===== src/rtl/card_reader_frontend.sv =====
// card_reader_frontend: deserialises parity-checked card frames into a FIFO
// and replays one queued request per clock to the lab access controller.
module card_reader_frontend #(
    parameter int DEPTH   = 4,
    parameter int TIMEOUT = 8,
    parameter int CW      = 3
) (
    input  logic          CLK,
    input  logic          RST,
    input  logic          cardValid,
    input  logic          cardData,
    input  logic          hold,
    output logic [4:0]    smartCode,
    output logic          lab,
    output logic [1:0]    mode,
    output logic [CW-1:0] pending,
    output logic          busy,
    output logic          parityErr,
    output logic          frameErr,
    output logic          overflow
);
    localparam int AW = (DEPTH > 1) ? $clog2(DEPTH) : 1;
    localparam int TW = $clog2(TIMEOUT + 1);

    typedef enum logic {IDLE, SHIFT} state_t;

    state_t        state_q, state_d;
    logic [3:0]    bit_cnt_q, bit_cnt_d;
    logic [TW-1:0] tmo_q, tmo_d;
    logic [7:0]    shift_q, shift_d;
    logic [7:0]    mem_q [DEPTH];
    logic [7:0]    mem_d [DEPTH];
    logic [AW-1:0] wp_q, wp_d, rp_q, rp_d;
    logic [CW-1:0] pending_q, pending_d;
    logic [4:0]    code_q, code_d;
    logic          lab_q, lab_d;
    logic [1:0]    mode_q, mode_d;
    logic          perr_q, perr_d, ferr_q, ferr_d, ovf_q, ovf_d;
    logic [8:0]    frame;
    logic          done, good, full, pop, push;

    always_comb begin
        // frame = {code[4:0], lab, mode[1:0], parity} on the completing strobe
        frame     = {shift_q, cardData};
        done      = (state_q == SHIFT) && cardValid && (bit_cnt_q == 4'd8);
        good      = done && !(^frame) && !frame[2];
        full      = pending_q == CW'(DEPTH);
        pop       = !hold && (pending_q != '0);
        push      = good && (!full || pop);
        state_d   = state_q;
        bit_cnt_d = bit_cnt_q;
        tmo_d     = tmo_q;
        shift_d   = shift_q;
        perr_d    = done && (^frame);
        ferr_d    = 1'b0;
        ovf_d     = good && full && !pop;
        if (state_q == IDLE) begin
            if (cardValid && cardData) begin
                state_d   = SHIFT;
                bit_cnt_d = '0;
                tmo_d     = '0;
            end
        end else if (cardValid) begin
            shift_d   = frame[7:0];
            bit_cnt_d = bit_cnt_q + 4'd1;
            tmo_d     = '0;
            if (done) state_d = IDLE;
        end else if (tmo_q == TW'(TIMEOUT - 1)) begin
            state_d = IDLE;
            ferr_d  = 1'b1;
            tmo_d   = '0;
        end else begin
            tmo_d = tmo_q + 1'b1;
        end
        mem_d = mem_q;
        wp_d  = wp_q;
        rp_d  = rp_q;
        if (push) begin
            mem_d[wp_q] = frame[8:1];
            wp_d        = wp_q + 1'b1;
        end
        if (pop) rp_d = rp_q + 1'b1;
        pending_d = pending_q + CW'(push) - CW'(pop);
        code_d    = pop ? mem_q[rp_q][7:3] : 5'd0;
        lab_d     = pop & mem_q[rp_q][2];
        mode_d    = pop ? mem_q[rp_q][1:0] : 2'b10;
    end

    always_ff @(posedge CLK) begin
        mem_q <= mem_d;
        if (RST) begin
            state_q   <= IDLE;
            bit_cnt_q <= '0;
            tmo_q     <= '0;
            shift_q   <= '0;
            wp_q      <= '0;
            rp_q      <= '0;
            pending_q <= '0;
            code_q    <= '0;
            lab_q     <= 1'b0;
            mode_q    <= 2'b10;
            perr_q    <= 1'b0;
            ferr_q    <= 1'b0;
            ovf_q     <= 1'b0;
        end else begin
            state_q   <= state_d;
            bit_cnt_q <= bit_cnt_d;
            tmo_q     <= tmo_d;
            shift_q   <= shift_d;
            wp_q      <= wp_d;
            rp_q      <= rp_d;
            pending_q <= pending_d;
            code_q    <= code_d;
            lab_q     <= lab_d;
            mode_q    <= mode_d;
            perr_q    <= perr_d;
            ferr_q    <= ferr_d;
            ovf_q     <= ovf_d;
        end
    end

    assign smartCode = code_q;
    assign lab       = lab_q;
    assign mode      = mode_q;
    assign pending   = pending_q;
    assign busy      = state_q == SHIFT;
    assign parityErr = perr_q;
    assign frameErr  = ferr_q;
    assign overflow  = ovf_q;
endmodule

===== config.mk =====
export PLATFORM = sky130hd
export DESIGN_NAME = card_reader_frontend
export DESIGN_NICKNAME = d
export VERILOG_FILES = /design/src/rtl/card_reader_frontend.sv
export SDC_FILE = /design/constraint.sdc
export NUM_CORES = 1
export LEC_CHECK = 0
export BUFFER_PORTS_ARGS = -buffer_cell sky130_fd_sc_hd__buf_2
export CAP_MARGIN = 20
export CORE_AREA = 10 10 93 95
export CTS_BUF_LIST = sky130_fd_sc_hd__clkbuf_4
export DETAILED_ROUTE_END_ITERATION = 10
export DIE_AREA = 0 0 103 105
export GPL_ROUTABILITY_DRIVEN = 0
export PLACE_DENSITY_LB_ADDON = 0.25
export SKIP_CTS_REPAIR_TIMING = 1
export SYNTH_ARGS = -nofsm -noshare
export SYNTH_HDL_FRONTEND = slang
export SYNTH_SLANG_ARGS = --single-unit

===== constraint.sdc =====
create_clock -name CLK -period 3.3 [get_ports CLK]
set_clock_uncertainty 0.2 [all_clocks]
set_input_delay 0.495 -clock CLK [delete_from_list [all_inputs] [get_ports CLK]]
set_output_delay 0.495 -clock CLK [all_outputs]
set_load 0.01 [all_outputs]

==> results.txt <==
----------------------------------------------------
[Power]
  Switching part of the total power ... 26.69%
  Seq pwr share ... between 50% and 60%
  Cell area power density ... 601.2 nW/µm²
  Clk pwr share ... between 20% and 30%
  Cell-internal power ... 1320 µW
  Portion of total power attributed to combinational logic ... 15.9%
  Switching power summed over all nets ... between 400 and 500 µW
  Post-route total power ... around 1800 µW
  Leakage power ... 0.001061 µW
  Worst IR drop on VDD ... 0.0002798 V

[Logic synthesis]
  Flip-flop and latch count after synthesis ... 67
  Number of synthesized flops with an enable pin ... 32
  Share of the yosys chip area belonging to registers ... between 60% and 70%
  Xor and xnor fraction of the mapped netlist area ... 3.927%
  Fraction of registers with async set/reset ... 0%
  Post-synthesis adder-cell area fraction ... 4.956%
  Synthesized instance count ... 209
  Mux share of post-synthesis cell area ... 8.041%
  Number of nets produced by synthesis ... 224
  Simple-Gate Fraction of Synth Area ... 13.93%
  Main combinational cell family by area after synthesis ... simple AND/OR/NAND/NOR gates
  Complex-gate fraction of the synthesized area ... between 4 and 5%
  Count of yosys warnings during synthesis ... 0
  Syn Area/Cell ... ~13 µm²
  Area of the mapped netlist ... 2676 µm²
  Count of unique library cells instantiated by Yosys ... 34
  Ys flop type ... sky130_fd_sc_hd__dfxtp_1

[Floorplanning]
  Core area ... 6756 µm²
  Initial Util ... 39.61%
  DIE HEIGHT ... 105 µm
  Chip width ... about 100 µm
  Top Ports ... 20
  Std-Cell Rows ... 30
  Area of the die ... 10820 µm²

[CTS]
  Worst-case clock buffer depth ... 2
  CTS root buffer ... sky130_fd_sc_hd__clkbuf_4
  Total clock sinks ... between 60 and 70
  H-Tree Depth ... 3
  TritonCTS clock tree ... built
  Inserted Clock Buffers ... 9
  Insertion delay to the later sink of the worst-skew pair ... 0.40 ns
  Clock slew at reported path FFs ... between 0.1 and 0.15 ns

[Route]
  Via count of the routed design ... 1537
  Met2 wire length ... roughly 2100 µm
  Routed length on met1 ... between 1500 and 2000 µm
  Antenna Nets Post-Route ... 0
  Wire per inst ... 13.74 µm
  Violation count after the first detailed-routing iteration ... 51
  Highest metal layer used by the detailed router ... met4
  Met3 WL post-DR ... 244 µm
  Drt drc ... 0
  Aggregate routed wire length ... 4368 µm
  Number of search-and-repair iterations in the first detailed-routing pass ... 4
  DR vias/cell ... 4.833

[Timing]
  Time the worst path needs with I/O delays and setup ... around 2.9 ns
  Period Utilization, post-route ... between 80% and 90%
  Pin slew with the least headroom to its limit ... 0.6680 ns
  Final hold violations ... 0
  Setup violations, final ... 0
  RSZ-0062 raised after global routing ... no
  Maximum achievable frequency ... roughly 0.34 GHz
  Min setup slack post-route ... 0.3656 ns
  Setup total negative slack ... 0 ns
  Max-Slew Margin vs Limit ... 55.41%
  Slew Viols, Final ... 0

[Critical path]
  CP Max Fanout ... 7
  Critical path buffer and inverter count ... 3
  Worst endpoint data arrival time ... 3.03 ns
  Largest incremental delay on the critical path ... 0.48 ns
  Crit path cell chain ... xor2_1 -> xnor2_1 -> xnor2_1 -> nor4b_4 -> inv_1 -> ha_1 -> inv_1 -> ha_1 -> inv_1 -> fa_1 -> xor2_1 -> xnor2_1 -> nor2_1
  Crit path kind ... flop to flop
  Type of element launching the critical path ... flop
  Worst setup EP type ... flop
  Dominant delay contributor by cell family on the critical path ... XOR/XNOR gates
  Slowest stage cell on the critical path ... sky130_fd_sc_hd__dfxtp_1
  Worst path required time ... approximately 3.4 ns

[GRT]
  Initial antenna violation count ... 0
  Overflow left after global routing ... 0
  Global routing usage summed across all routing layers ... a little under 9%
  Global-route wire length before repair ... 7134 µm
  Pin count of the biggest net entering global routing ... 31
  Number of global-route vias before repair ... between 1000 and 1500

[Place]
  Buffers on Ports ... 19
  Worst slack, placed ... approximately 0.22 ns
  Detail Placement HPWL ... 2961 µm
  Total placed instance area ... about 2900 µm²

[Final layout]
  Number of filler instances in the final layout ... ~620
  Antenna cells ... 0
  Number of nets in the layout ... 248
  Share of layout cells above drive strength 1 ... 21.85%
  Multi-input logic area ... 953.4 µm²
  Final instance area ... 2994 µm²
  Flip-flop and latch area ... 1662 µm²
  Layout overhead on the synthesized area ... 11.87%

[Run]
  Max Cap Violations ... 0

[Status]
  Result of the run ... complete, no violations

[Hold path]
  Class of the tightest hold or removal check ... input pin to flop

----------------------------------------------------
[worst min-delay path, delay by kind of cell]
family | cells | cell delay (ns)
simple gates | 1 | 0.06
compound gates | 1 | 0.05
buf+inv | 1 | 0.13
[sequential cells by signal, indices dropped and copies added, names as in the netlist]
register,count
smartCode,5
parityErr,1
tmo_q,4
shift_q,8
mem_q,32
overflow,1
busy,1
lab,1
mode,2
frameErr,1
bit_cnt_q,4
pending,3
wp_q,2
rp_q,2
[final cells by class]
cell class                 instances  share of cell area (%)
clock buffer                       9                   2.257
clock inverter                     7                   2.507
inverter                           7                  0.8776
multi-input combinational        127                   31.84
sequential                        67                   55.50
tap                               80                   3.343
timing repair buffer              21                   3.677
[power by group through the flow]
| stage | logic [µW] | registers, µW | clock network (µW) |
|---|---|---|---|
| finish | 287 | 976 | 537 |
| global route | 317 | 985 | 600 |
| CTS | 295 | 979 | 564 |
| detailed placement | 295 | 999 | 0 |
| global placement | 294 | 997 | 0 |
| floorplan | 240 | 974 | 0 |
[per-layer routing]
layer	track usage [%]	vias up
met5	0	-
met4	3.678	0
met3	5.270	6
met2	13.53	29
met1	9.737	715
li1	-	787
[worst paths after layout]
path	startpoint	end	slack, ns	depth (start not counted)
setup / recovery	shift_q[3]$_SDFFE_PP0P_	pending[2]$_SDFF_PP0_	0.37	13
hold / removal	cardData	shift_q[0]$_SDFFE_PP0P_	0.17	3
setup reg to reg	shift_q[3]$_SDFFE_PP0P_	pending[2]$_SDFF_PP0_	0.37	13
hold reg to reg	tmo_q[3]$_SDFFE_PP0P_	tmo_q[3]$_SDFFE_PP0P_	0.31	2
[metrics by stage]
step / hold WS (ns) / std cells / util, %
finish: 0.1748 / 318 / 44.31
global route: 0.1512 / 318 / 44.31
CTS: 0.1330 / 318 / 44.31
detailed placement: 0.2801 / 302 / 42.20
global placement: 0.2689 / 302 / 42.20
floorplan: 0.2530 / 209 / -
[cells by family after synthesis]
kind of cell | Yosys count
XOR/XNOR | 12
AO/OA/AOI/OAI | 23
adder cells (fa/ha/maj) | 10
flip-flops | 67
AND/OR/NAND/NOR | 71
multiplexers | 11
buffers and inverters | 15
[synth_stat cells, types with 2 or more instances]
library cell	instances	share of area, %
sky130_fd_sc_hd__a21oi_1	14	2.6
sky130_fd_sc_hd__a22oi_1	4	1.1
sky130_fd_sc_hd__and2_2	4	1.1
sky130_fd_sc_hd__buf_1	2	0.28
sky130_fd_sc_hd__buf_2	4	0.75
sky130_fd_sc_hd__clkbuf_1	2	0.28
sky130_fd_sc_hd__dfxtp_1	35	26
sky130_fd_sc_hd__edfxtp_1	32	36
sky130_fd_sc_hd__ha_1	9	4.2
sky130_fd_sc_hd__inv_1	7	0.98
sky130_fd_sc_hd__mux2i_1	2	0.75
sky130_fd_sc_hd__mux4_2	8	6.7
sky130_fd_sc_hd__nand2_1	21	2.9
sky130_fd_sc_hd__nand2b_1	3	0.70
sky130_fd_sc_hd__nand3_1	3	0.56
sky130_fd_sc_hd__nand3b_1	2	0.56
sky130_fd_sc_hd__nor2_1	17	2.4
sky130_fd_sc_hd__nor2b_1	9	2.1
sky130_fd_sc_hd__nor3_1	2	0.37
sky130_fd_sc_hd__o21ai_0	4	0.75
sky130_fd_sc_hd__or3_1	2	0.47
sky130_fd_sc_hd__xnor2_1	9	2.9
sky130_fd_sc_hd__xor2_1	3	0.98
[cells in the final DEF (no fill, tap or decap), types with 4 or more instances in the layout]
master	netlist	layout
sky130_fd_sc_hd__inv_1	7	7
sky130_fd_sc_hd__xnor2_1	9	9
sky130_fd_sc_hd__dfxtp_1	35	35
sky130_fd_sc_hd__ha_1	9	9
sky130_fd_sc_hd__mux4_2	8	8
sky130_fd_sc_hd__o21ai_0	4	4
sky130_fd_sc_hd__nor2b_1	9	9
sky130_fd_sc_hd__buf_2	4	19
sky130_fd_sc_hd__clkbuf_4	0	9
sky130_fd_sc_hd__nand2_1	21	21
sky130_fd_sc_hd__nor2_1	17	17
sky130_fd_sc_hd__edfxtp_1	32	32
sky130_fd_sc_hd__a22oi_1	4	4
sky130_fd_sc_hd__a21oi_1	14	14
sky130_fd_sc_hd__and2_2	4	4
Power figures use the tool's default switching activity.
